File: src/rtl/select_max.sv
// rtl/select_max.sv - sequential signed argmax over N scores, one element per clock
// Optional SELECT_MAX_SNAPSHOT_EN copies in_data into a local bank on the start edge.
module select_max #(
    parameter int N      = 10,
    parameter int DATA_W = 16,
    parameter int IDX_W  = 8
) (
    input  logic                     clk,
    input  logic                     reset,
    input  logic                     enable,
    input  logic signed [DATA_W-1:0] in_data [0:N-1],
    output logic        [IDX_W-1:0]  digit,
    output logic signed [DATA_W-1:0] max,
    output logic                     layer_done
);

    typedef enum logic [1:0] {
        S_IDLE = 2'd0,
        S_SCAN = 2'd1,
        S_DONE = 2'd2
    } state_t;

    // Declaration initialisers match reset values so the block works without reset.
    state_t                    state_q = S_IDLE;
    state_t                    state_d;
    logic        [IDX_W-1:0]   idx_q   = '0;
    logic        [IDX_W-1:0]   idx_d;
    logic        [IDX_W-1:0]   digit_q = '0;
    logic        [IDX_W-1:0]   digit_d;
    logic signed [DATA_W-1:0]  max_q   = '0;
    logic signed [DATA_W-1:0]  max_d;
    logic                      done_q  = 1'b0;
    logic                      done_d;

    logic signed [DATA_W-1:0]  src [0:N-1];
    logic signed [DATA_W-1:0]  cur;
    logic                      start;

    assign start = (state_q == S_IDLE) && enable;

`ifdef SELECT_MAX_SNAPSHOT_EN
    logic signed [DATA_W-1:0] bank_q [0:N-1] = '{default: '0};
    logic signed [DATA_W-1:0] bank_d [0:N-1];

    always_comb begin
        bank_d = bank_q;
        if (start) begin
            bank_d = in_data;
        end
    end

    always_ff @(posedge clk) begin
        bank_q <= bank_d;
    end

    always_comb begin
        src = bank_q;
    end
`else
    always_comb begin
        src = in_data;
    end
`endif

    // Element under inspection; idx never leaves 1..N-1 while scanning.
    always_comb begin
        cur = '0;
        for (int i = 0; i < N; i++) begin
            if (idx_q == IDX_W'(i)) begin
                cur = src[i];
            end
        end
    end

    always_comb begin
        state_d = state_q;
        idx_d   = idx_q;
        digit_d = digit_q;
        max_d   = max_q;
        done_d  = done_q;
        case (state_q)
            S_IDLE: begin
                if (enable) begin
                    max_d   = in_data[0];
                    digit_d = '0;
                    idx_d   = IDX_W'(1);
                    state_d = S_SCAN;
                    if (N == 1) begin
                        done_d  = 1'b1;
                        state_d = S_DONE;
                    end
                end
            end
            S_SCAN: begin
                if (!enable) begin
                    state_d = S_IDLE;
                    done_d  = 1'b0;
                end else begin
                    // Strict compare keeps the lowest index among equal maxima.
                    if (cur > max_q) begin
                        max_d   = cur;
                        digit_d = idx_q;
                    end
                    idx_d = idx_q + 1'b1;
                    if (idx_q == IDX_W'(N - 1)) begin
                        done_d  = 1'b1;
                        state_d = S_DONE;
                    end
                end
            end
            S_DONE: begin
                if (!enable) begin
                    state_d = S_IDLE;
                    done_d  = 1'b0;
                end
            end
            default: begin
                state_d = S_IDLE;
                done_d  = 1'b0;
            end
        endcase
    end

    always_ff @(posedge clk) begin
        if (reset) begin
            state_q <= S_IDLE;
            idx_q   <= '0;
            digit_q <= '0;
            max_q   <= '0;
            done_q  <= 1'b0;
        end else begin
            state_q <= state_d;
            idx_q   <= idx_d;
            digit_q <= digit_d;
            max_q   <= max_d;
            done_q  <= done_d;
        end
    end

    assign digit      = digit_q;
    assign max        = max_q;
    assign layer_done = done_q;

endmodule

File: config.mk
export PLATFORM = sky130hd
export DESIGN_NAME = select_max
export DESIGN_NICKNAME = d
export VERILOG_FILES = /design/src/rtl/select_max.sv
export SDC_FILE = /design/constraint.sdc
export NUM_CORES = 1
export LEC_CHECK = 0
export CAP_MARGIN = 30
export CORE_AREA = 8 8 121 95
export CTS_CLUSTER_DIAMETER = 120
export DETAILED_ROUTE_END_ITERATION = 10
export DIE_AREA = 0 0 129 103
export PLACE_DENSITY = 0.82
export SYNTH_ARGS = -nofsm -noshare
export SYNTH_HDL_FRONTEND = slang
export SYNTH_SLANG_ARGS = --single-unit
export TNS_END_PERCENT = 10
File: constraint.sdc
create_clock -name clk -period 5.7 [get_ports clk]
set_input_delay 1.425 -clock clk [delete_from_list [all_inputs] [get_ports clk]]
set_output_delay 1.425 -clock clk [all_outputs]
set_load 0.005 [all_outputs]
==> reports/summary.txt, run 1 <==
port bufs - 187
pins over their slew limit - 0
Max Fclk - 202 MHz
crit start category - input pin
Core Util, Final - 64.0%
Max VDD drop - 110 µV
worst rel slew slack - 26.2%
Layout area overhead - 50.6%
hold buffer count at cts - 0
worst path bufs/invs - 2
Overflow after GRT - 0
vias in the first global route - 5454
Setup Fix Bufs, Post-CTS - 0
setup TNS - 0 ns
I/O pin cnt - 188
most frequent cells in the layout - 187 x clkdlybuf4s50_1, 68 x a21oi_1, 53 x nor2_1
Setup CP Type - input pin to flop
fin nets - 918
synth unique cells - 69
htree depth - 2
cell count after synthesis - 577
clock sink total - 35
P_leak - 2.23 nW
Slew @ Worst Pin - 1.10 ns
GR Util All Layers - 28.6%
die width - 129 µm
clock buffer depth - 2
layout cell share with drive strength beyond 1 - 6.79%
Clock Pin Slew Worst Setup and Hold Paths - 0.06 ns
std cell rows - 31
number of antenna violations at the first check in global routing - 1
HP Class - flop to flop
Worst R2R Setup Slack - 0.85 ns
First-pass DRT Iterations - 7
#FFs+latches synth - 35
core region area - 9500 µm²
Max Cap Viol - 0
clock latency on the worst-skew pair - 0.28 ns
pin count of the biggest net entering global routing - 49
most common cell after layout, fill and taps aside - clkdlybuf4s50_1
1st-iter DRT viols - 598
Initial Util - 42.5%
Post-Syn Area - 4040 µm²
EDFF count, synth - 0
Final min period - 4.95 ns
Final Hold Vio Count - 0
DRC - 0
gpl congestion - 0.965
RSZ-0062 raised after global routing - false
CTS root buf - clkbuf_16
post-synthesis sequential area ratio - 17.3%
total CTS buffers - 5
WL final - 19.6 mm
Top FF cell, synth - dfxtp_1
sequence of cells on the critical path - clkdlybuf4s50_1 -> a221o_1 -> a31o_2 -> a21oi_1 -> a2bb2oi_1 -> a21oi_1 -> ha_1 -> nand4_1 -> or4_1 -> a31o_2 -> a31oi_4 -> buf_4 -> nor2_1 -> a311oi_2
total number of vias - 5485
FILL cells - 871
Die H - 103 µm
first-pass GRT wire length - 29.7 mm
Critical-path top delay cell - or4_1
# resized after CTS - 0
Tcrit/Tclk final - 86.8%
largest stage delay on the critical path - 0.56 ns
final setup vio count - 0
Critical Path Fanout Max - 16
Worst Setup End Kind - flop
Vias/cell - 6.32
Syn. warnings - 0
HPWL Detailed - 15.2 mm
TritonCTS clock tree - yes
Critical Path AT - 5.14 ns
status - complete, no violations
n_diodes - 0
Antenna Nets Post-Route - 0
die area - 13300 µm²
pwr dens - 166 nW/µm²
Mean Syn Cell Area - 7.00 µm²
skew final - 0.00598 ns
kind of cell adding the most delay to the critical path - compound AO/OA/AOI/OAI gates
Post-Synthesis Net Count - 760
Required @ worst endpoint - 5.89 ns
ys async rst share - 0%
average wire per standard cell - 22.6 µm
[sequential cells by signal, indices dropped and copies added (netlist names)]
register	cells
idx_q	8
layer_done	1
digit	8
max	16
state_q	2
[routing by layer]
layer | up-vias | part of all wire (%) | global-route usage, %
li1 | 2461 | - | -
met1 | 2537 | 38 | 33.9
met2 | 418 | 46 | 48.8
met3 | 67 | 12 | 7.44
met4 | 2 | 3.7 | 11.1
met5 | - | 0.061 | 0
[power by group]
part,leakage [nW],internal [mW],switching [mW]
Clock,0.0844,0.209,0.118
Combinational,1.86,0.224,0.189
Sequential,0.286,0.258,0.0130
Total,2.23,0.690,0.320
[cell type report]
type / instances / area, µm² / area share [%]
clock inverter: 3 / 47.5 / 0.782
inverter: 31 / 116 / 1.91
multi-input combinational: 457 / 2920 / 48.0
tap: 132 / 165 / 2.71
timing repair buffer: 205 / 2010 / 33.0
clock buffer: 5 / 125 / 2.06
sequential: 35 / 701 / 11.5
[kinds of logic (layout without fill, tap and decap cells)]
| logic type | count (synthesis) | count (layout) | share of synthesized area (%) |
|---|---|---|---|
| AO/OA/AOI/OAI | 231 | 231 | 40.3 |
| AND/OR/NAND/NOR | 204 | 204 | 24.9 |
| buffers and inverters | 85 | 244 | 10.7 |
| flip-flops | 35 | 35 | 17.3 |
| adder cells (fa/ha/maj) | 20 | 20 | 6.19 |
| multiplexers | 2 | 2 | 0.557 |
[worst min-delay path, cell delays in order (launching register included)]
cell      delay [ns]
dfxtp_1         0.31
nand2b_1        0.07
a21oi_1         0.06
[worst paths after layout]
path                     start        to  cells past startpoint
setup / recovery  in_data[142]    max[3]                     14
hold reg to reg       digit[1]  digit[1]                      2
hold / removal        digit[1]  digit[1]                      2
setup reg to reg      idx_q[0]    max[3]                     15
[Yosys cell counts (3+ instances only)]
cell type | instances | area (µm²)
a21oi_1 | 68 | 340
nor2_1 | 53 | 199
nand2_1 | 43 | 161
dfxtp_1 | 35 | 701
clkbuf_1 | 34 | 128
inv_1 | 31 | 116
nand2b_1 | 31 | 194
nand3_1 | 22 | 110
o22ai_1 | 21 | 131
ha_1 | 20 | 250
a22oi_1 | 19 | 143
o21ai_0 | 17 | 85.1
nor3_1 | 15 | 75.1
a221o_1 | 13 | 130
a31oi_1 | 12 | 75.1
nor2b_1 | 11 | 68.8
a211oi_1 | 8 | 60.1
o21a_1 | 8 | 60.1
o31ai_1 | 8 | 60.1
clkbuf_8 | 7 | 96.3
a221oi_1 | 6 | 52.6
o22a_1 | 6 | 52.6
a21o_1 | 4 | 30.0
nand4_1 | 4 | 25.0
or3_1 | 4 | 25.0
a22o_1 | 3 | 26.3
and3_1 | 3 | 18.8
buf_1 | 3 | 11.3
buf_2 | 3 | 15.0
buf_6 | 3 | 33.8
nor4_1 | 3 | 18.8
o221ai_1 | 3 | 26.3
or2_2 | 3 | 18.8
[through the flow]
step | area (µm²) | setup slack, ns | hold slack [ns] | instances | total power [mW]
2_1_floorplan | 4040 | 1.31 | 0.462 | 577 | 0.474
3_3_place_gp | 5910 | 0.692 | 0.465 | 860 | 0.669
3_5_place_dp | 5910 | 0.528 | 0.471 | 860 | 0.677
4_1_cts | 6080 | 0.813 | 0.483 | 868 | 1.00
5_1_grt | 6080 | 0.537 | 0.518 | 868 | 1.05
6_report | 6080 | 0.752 | 0.485 | 868 | 1.01
(Power assumes the default switching activity.)
==> inputs of run 2 (changes only) <==
Settings changed: SETUP_SLACK_MARGIN set to 0.02.
==> results of run 2 <==
Same layout as run 1: the final DEF is identical, and so are final timing and power.
